`src/rtl/ixu_mc_sched.sv`:
```
// Age-ordered issue scheduler for the IXU multi-cycle pipe with divide-occupancy stall FSM.
// Optional stall counter output enabled by defining IXU_MC_SCHED_STALL_CNT_EN.
module ixu_mc_sched #(
  parameter int unsigned DEPTH = 8,
  parameter int unsigned TAG_W = 6
) (
  input  logic                         core_clock_i,
  input  logic                         core_reset_ni,
  input  logic                         core_flush_i,
  input  logic                         enq_valid_i,
  input  logic [17:0]                  enq_data_i,
  input  logic                         enq_div_i,
  input  logic                         enq_rs1_rdy_i,
  input  logic                         enq_rs2_rdy_i,
  output logic                         enq_ready_o,
  input  logic                         wk0_valid_i,
  input  logic [TAG_W-1:0]             wk0_dest_i,
  input  logic                         wk1_valid_i,
  input  logic [TAG_W-1:0]             wk1_dest_i,
  input  logic                         div_done_i,
  output logic                         issue_valid_o,
  output logic [17:0]                  issue_data_o,
  output logic [$clog2(DEPTH+1)-1:0]   occupancy_o
`ifdef IXU_MC_SCHED_STALL_CNT_EN
  ,
  output logic [31:0]                  stall_cnt_o
`endif
);

  localparam int unsigned CNT_W = $clog2(DEPTH + 1);
  localparam int unsigned IDX_W = $clog2(DEPTH);

  typedef struct packed {
    logic [17:0] data;
    logic        div;
    logic        rs1_rdy;
    logic        rs2_rdy;
  } entry_t;

  typedef enum logic {
    S_RUN,
    S_WAIT_DIV
  } state_t;

  entry_t             ent_q [DEPTH];
  entry_t             ent_d [DEPTH];
  entry_t             woke  [DEPTH];
  entry_t             new_ent;
  logic [CNT_W-1:0]   count_q;
  logic [CNT_W-1:0]   count_d;
  logic [CNT_W-1:0]   enq_idx;
  logic [IDX_W-1:0]   sel;
  logic               found;
  logic               issue;
  logic               enq_acc;
  state_t             state_q;
  state_t             state_d;

  function automatic logic wake_hit(input logic [5:0]       tag,
                                    input logic             v0,
                                    input logic [TAG_W-1:0] d0,
                                    input logic             v1,
                                    input logic [TAG_W-1:0] d1);
    return (v0 && (d0 == TAG_W'(tag))) || (v1 && (d1 == TAG_W'(tag)));
  endfunction

  // Oldest-first select over the registered (pre-wakeup) ready bits.
  always_comb begin
    found = 1'b0;
    sel   = '0;
    for (int unsigned i = 0; i < DEPTH; i++) begin
      if (!found && (i < 32'(count_q)) && ent_q[i].rs1_rdy && ent_q[i].rs2_rdy) begin
        found = 1'b1;
        sel   = IDX_W'(i);
      end
    end
  end

  assign enq_ready_o   = (count_q < CNT_W'(DEPTH));
  assign occupancy_o   = count_q;
  assign issue         = (state_q == S_RUN) && found && !core_flush_i;
  assign enq_acc       = enq_valid_i && enq_ready_o && !core_flush_i;
  assign issue_valid_o = issue;
  assign issue_data_o  = issue ? ent_q[sel].data : '0;

  always_comb begin
    new_ent.data    = enq_data_i;
    new_ent.div     = enq_div_i;
    new_ent.rs1_rdy = enq_rs1_rdy_i || (enq_data_i[11:6] == 6'd0) ||
                      wake_hit(enq_data_i[11:6], wk0_valid_i, wk0_dest_i, wk1_valid_i, wk1_dest_i);
    new_ent.rs2_rdy = enq_rs2_rdy_i || (enq_data_i[17:12] == 6'd0) ||
                      wake_hit(enq_data_i[17:12], wk0_valid_i, wk0_dest_i, wk1_valid_i, wk1_dest_i);
  end

  // Wakeup is applied before the collapse so a shifting entry keeps its newly set bits.
  always_comb begin
    for (int unsigned i = 0; i < DEPTH; i++) begin
      woke[i] = ent_q[i];
      if (wake_hit(ent_q[i].data[11:6], wk0_valid_i, wk0_dest_i, wk1_valid_i, wk1_dest_i))
        woke[i].rs1_rdy = 1'b1;
      if (wake_hit(ent_q[i].data[17:12], wk0_valid_i, wk0_dest_i, wk1_valid_i, wk1_dest_i))
        woke[i].rs2_rdy = 1'b1;
    end
    ent_d = woke;
    if (issue) begin
      for (int unsigned i = 0; i < DEPTH - 1; i++) begin
        if (i >= 32'(sel))
          ent_d[i] = woke[i+1];
      end
    end
    enq_idx = issue ? (count_q - CNT_W'(1)) : count_q;
    if (enq_acc)
      ent_d[IDX_W'(enq_idx)] = new_ent;
  end

  always_comb begin
    if (core_flush_i)
      count_d = '0;
    else
      count_d = count_q + CNT_W'(enq_acc) - CNT_W'(issue);
  end

  always_comb begin
    state_d = state_q;
    if (core_flush_i) begin
      state_d = S_RUN;
    end else begin
      case (state_q)
        S_RUN:      if (issue && ent_q[sel].div) state_d = S_WAIT_DIV;
        S_WAIT_DIV: if (div_done_i) state_d = S_RUN;
        default:    state_d = S_RUN;
      endcase
    end
  end

  always_ff @(posedge core_clock_i or negedge core_reset_ni) begin
    if (!core_reset_ni) begin
      count_q <= '0;
      state_q <= S_RUN;
      for (int unsigned i = 0; i < DEPTH; i++)
        ent_q[i] <= '0;
    end else begin
      count_q <= count_d;
      state_q <= state_d;
      for (int unsigned i = 0; i < DEPTH; i++)
        ent_q[i] <= ent_d[i];
    end
  end

`ifdef IXU_MC_SCHED_STALL_CNT_EN
  always_ff @(posedge core_clock_i or negedge core_reset_ni) begin
    if (!core_reset_ni)
      stall_cnt_o <= '0;
    else if (found && (state_q == S_WAIT_DIV) && (stall_cnt_o != '1))
      stall_cnt_o <= stall_cnt_o + 32'd1;
  end
`endif

endmodule

```
`config.mk`:
```
export PLATFORM = sky130hd
export DESIGN_NAME = ixu_mc_sched
export DESIGN_NICKNAME = d
export VERILOG_FILES = /design/src/rtl/ixu_mc_sched.sv
export SDC_FILE = /design/constraint.sdc
export NUM_CORES = 1
export LEC_CHECK = 0
export BUFFER_PORTS_ARGS = -buffer_cell sky130_fd_sc_hd__buf_4
export CAP_MARGIN = 20
export CORE_UTILIZATION = 60
export DETAILED_ROUTE_END_ITERATION = 12
export PLACE_DENSITY = 0.87
export SLEW_MARGIN = 10
export SYNTH_ARGS = -nofsm -noshare
export SYNTH_HDL_FRONTEND = slang
export SYNTH_SLANG_ARGS = --single-unit
export TNS_END_PERCENT = 1
```
`constraint.sdc`:
```
create_clock -name core_clock_i -period 6.3 [get_ports core_clock_i]
set_clock_uncertainty 0.05 [all_clocks]
set_input_delay 0.315 -clock core_clock_i [delete_from_list [all_inputs] [get_ports core_clock_i]]
set_output_delay 0.315 -clock core_clock_i [all_outputs]
set_load 0.01 [all_outputs]
```
==> summary.txt <==
Run status
  • Status: finished with violations
  • Failing checks: negative hold slack

STA
  • Tmin final: 5.07 ns
  • Worst-Margin Slew: 1.19 ns
  • Hold Vio Cnt, Final: 15
  • Fmax: 197 MHz
  • Final Worst Setup Slack: 1.23 ns
  • Slew Limit Fails: 0
  • RSZ-0062 raised after global routing: false
  • Setup_tns: 0 ns
  • Fin crit share: 0.806
  • Final setup fails: 0
  • Worst relative slew slack: 0.203
  • Hold Worst Slack: -0.0387 ns

Clock network
  • Clock latency on the worst-skew pair: 0.43 ns
  • Clock-pin transition on the worst setup and hold timing paths: 0.06 ns
  • CTS Buf Count: 17
  • H-tree depth: 4
  • CTS Hold Bufs: 0
  • Setup bufs post-CTS: 0
  • Deepest clock path buffer count: 2
  • Root Buffer: clkbuf_16
  • TritonCTS clock tree: done
  • Resize count post-CTS: 0
  • Clock sinks: 173

Hold path
  • Min-delay worst type: in2async

Power
  • Worst vdd ir: 383 µV
  • NetSw: 3.02 mW
  • Static Leak: 6.25 nW
  • PwrDens: 506 nW/µm²
  • Clk pwr share: 0.144
  • Int Pwr: 4.05 mW
  • Comb power frac: 0.536
  • Sequential power share: 0.321
  • Switching Fraction: 0.427

Synthesis
  • Synth Area in Compound Gates: 0.0526
  • Seq cells post-synth: 173
  • Synth unique cells: 60
  • Largest area contributor in the netlist: dfrtp_1
  • Commonest cells post-synth: 206 x mux2_2, 173 x dfrtp_1, 113 x xnor2_1, 106 x xor2_1, 105 x nand2_1
  • Proportion of synthesized area in mux cells: 0.314
  • Top-count cell post-synth: mux2_2
  • Number of flops mapped to enable cells by yosys: 0
  • Synthesized instance count: 1,202
  • Top cells by area, synth: dfrtp_1 34%, mux2_2 18%, xnor2_1 7.7%
  • Largest family of logic cells by synthesized area: multiplexers
  • Fraction of registers with async set/reset: 1.00
  • Yosys warns: 0
  • Mean Syn Cell Area: 10.7 µm²
  • Synth Area in Simple Gates: 0.0978
  • Xor/xnor share of the synthesized area: 0.149
  • Post-synthesis cell area: 12,800 µm²
  • Synth top area share: 0.337
  • Prevailing post-synth register cell: dfrtp_1
  • Synth Area in Adders: 0.0103
  • Syn nets: 1,252
  • Sequential cell area fraction in the yosys report: 0.337

Floorplan
  • Die Ht: 148 µm
  • Die X: 148 µm
  • Die area: 22,000 µm²
  • Core ar.: 21,000 µm²
  • Initial core utilization: 0.611
  • I/O Pins: 64
  • Row count: 53

Layout
  • Layout cells sized above 1: 0.305
  • Fin nets: 1,259
  • Final Non-Filler Cells: 1,496
  • Synth-to-Final Area Change: 8.65%
  • Ant. Diodes: 0

GRT
  • Met3 usage: 0.111
  • First-pass GRT wire length: 59,800 µm
  • Total grt overflow: 0
  • GR Util met2: 0.540
  • Vias in the first global route: 10,500
  • Global Route Usage Sum: 0.359
  • GR Util met1: 0.468
  • Largest net degree at the start of global routing: 106
  • GRT busiest layer: met2
  • Initial antenna violation count: 0

Worst setup path
  • CP Data Arrival Time: 4.71 ns
  • Critical R2R Launch: occupancy_o[2]
  • CP Capture Type: primary output
  • CP startpoint: occupancy_o[2]
  • Data required, critical path: 5.93 ns
  • Setup CP Type: reg2out
  • CP Launch Type: register
  • Crit path max fanout: 18

Detailed routing
  • WL per Instance: 25.9 µm
  • Final WL: 38,700 µm
  • Antenna-violating nets left: 0
  • DR vias: 10,400
  • 1st-iter DRT viols: 1,508
  • Drt drc: 0
  • Vias/cell: 6.92
  • TritonRoute pass-1 iters: 6

Placement
  • Detailed Place HPWL: 24,200 µm
  • Post-Place Setup Slack: 1.70 ns
  • Dpl cells: 1,462
  • Final Wtd Congestion: 0.954
  • Port Buffers: 63

Flow run
  • Max Cap Viol: 0
==> cell type report <==
type	count	area (µm²)
multi-input combinational	921	8040
fill	1456	7070
sequential	173	4330
timing repair buffer	81	627
clock buffer	22	464
tap	275	344
clock inverter	9	88.8
inverter	15	61.3
==> path summary, 6_finish.rpt <==
| kind | to | slack (ns) | cells past startpoint |
|---|---|---|---|
| worst min register to register | register | 0.47 | 1 |
| worst max register to register | ent_q[36] | 1.75 | 10 |
| max in group asynchronous | ent_q[59] | 4.73 | 2 |
| min in group core_clock_i | occupancy_o[3] | 0.06 | 2 |
| worst min-delay path | ent_q[108] | -0.04 | 1 |
| worst max-delay path | issue_data_o[7] | 1.23 | 9 |
==> through the flow <==
stage	power [mW]	cell area, µm²	hold slack, ns	util
floorplan	4.87	12800	-0.0306	-
global placement	5.69	13400	0.443	0.636
detailed placement	5.86	13400	0.452	0.636
CTS	6.93	13900	0.0114	0.662
global route	7.37	14000	0.0377	0.664
finish	7.07	14000	-0.0387	0.664
==> worst max-delay path, stage by stage (launching register included) <==
cell,delay [ns]
dfrtp_1,0.52
inv_1,0.18
ha_1,0.36
and2b_1,0.23
o22ai_1,0.85
nand2b_1,0.36
nand3_1,0.89
o22ai_1,0.56
a211o_1,0.19
buf_4,0.13
==> kinds of logic after synthesis <==
group | count (synthesis)
multiplexers | 351
AND/OR/NAND/NOR | 244
XOR/XNOR | 219
flip-flops | 173
buffers and inverters | 108
AO/OA/AOI/OAI | 97
adder cells (fa/ha/maj) | 10
==> routing by layer <==
metal | vias up | share of wire
met2 | 843 | 0.44
met3 | 195 | 0.14
li1 | 4281 | -
met5 | - | 0
met4 | 0 | 0.051
met1 | 5035 | 0.38
==> layout by cell type (no fill, tap or decap), types with 9 or more instances in the layout <==
master     instances
nor4_1            34
mux2i_1           53
mux2_4            37
o22ai_1           21
buf_4             78
dfrtp_1          173
nor2_1            10
a211o_1           19
ha_1               9
inv_1             13
nand4_1           37
mux2_2           206
nand2_1          105
clkbuf_16         17
nor3_1            23
xor2_1           106
a21oi_1           27
mux2_1            54
xnor2_1          113
==> power by group through the flow <==
stage	sequential (mW)	combinational (mW)	clock [mW]
after floorplan	2.00	2.87	0
after global placement	2.20	3.48	0
after detailed placement	2.23	3.63	0
after CTS	2.23	3.69	1.02
after global routing	2.31	4.00	1.06
final	2.27	3.78	1.01
Note: power is estimated with default switching activity, not from simulation.
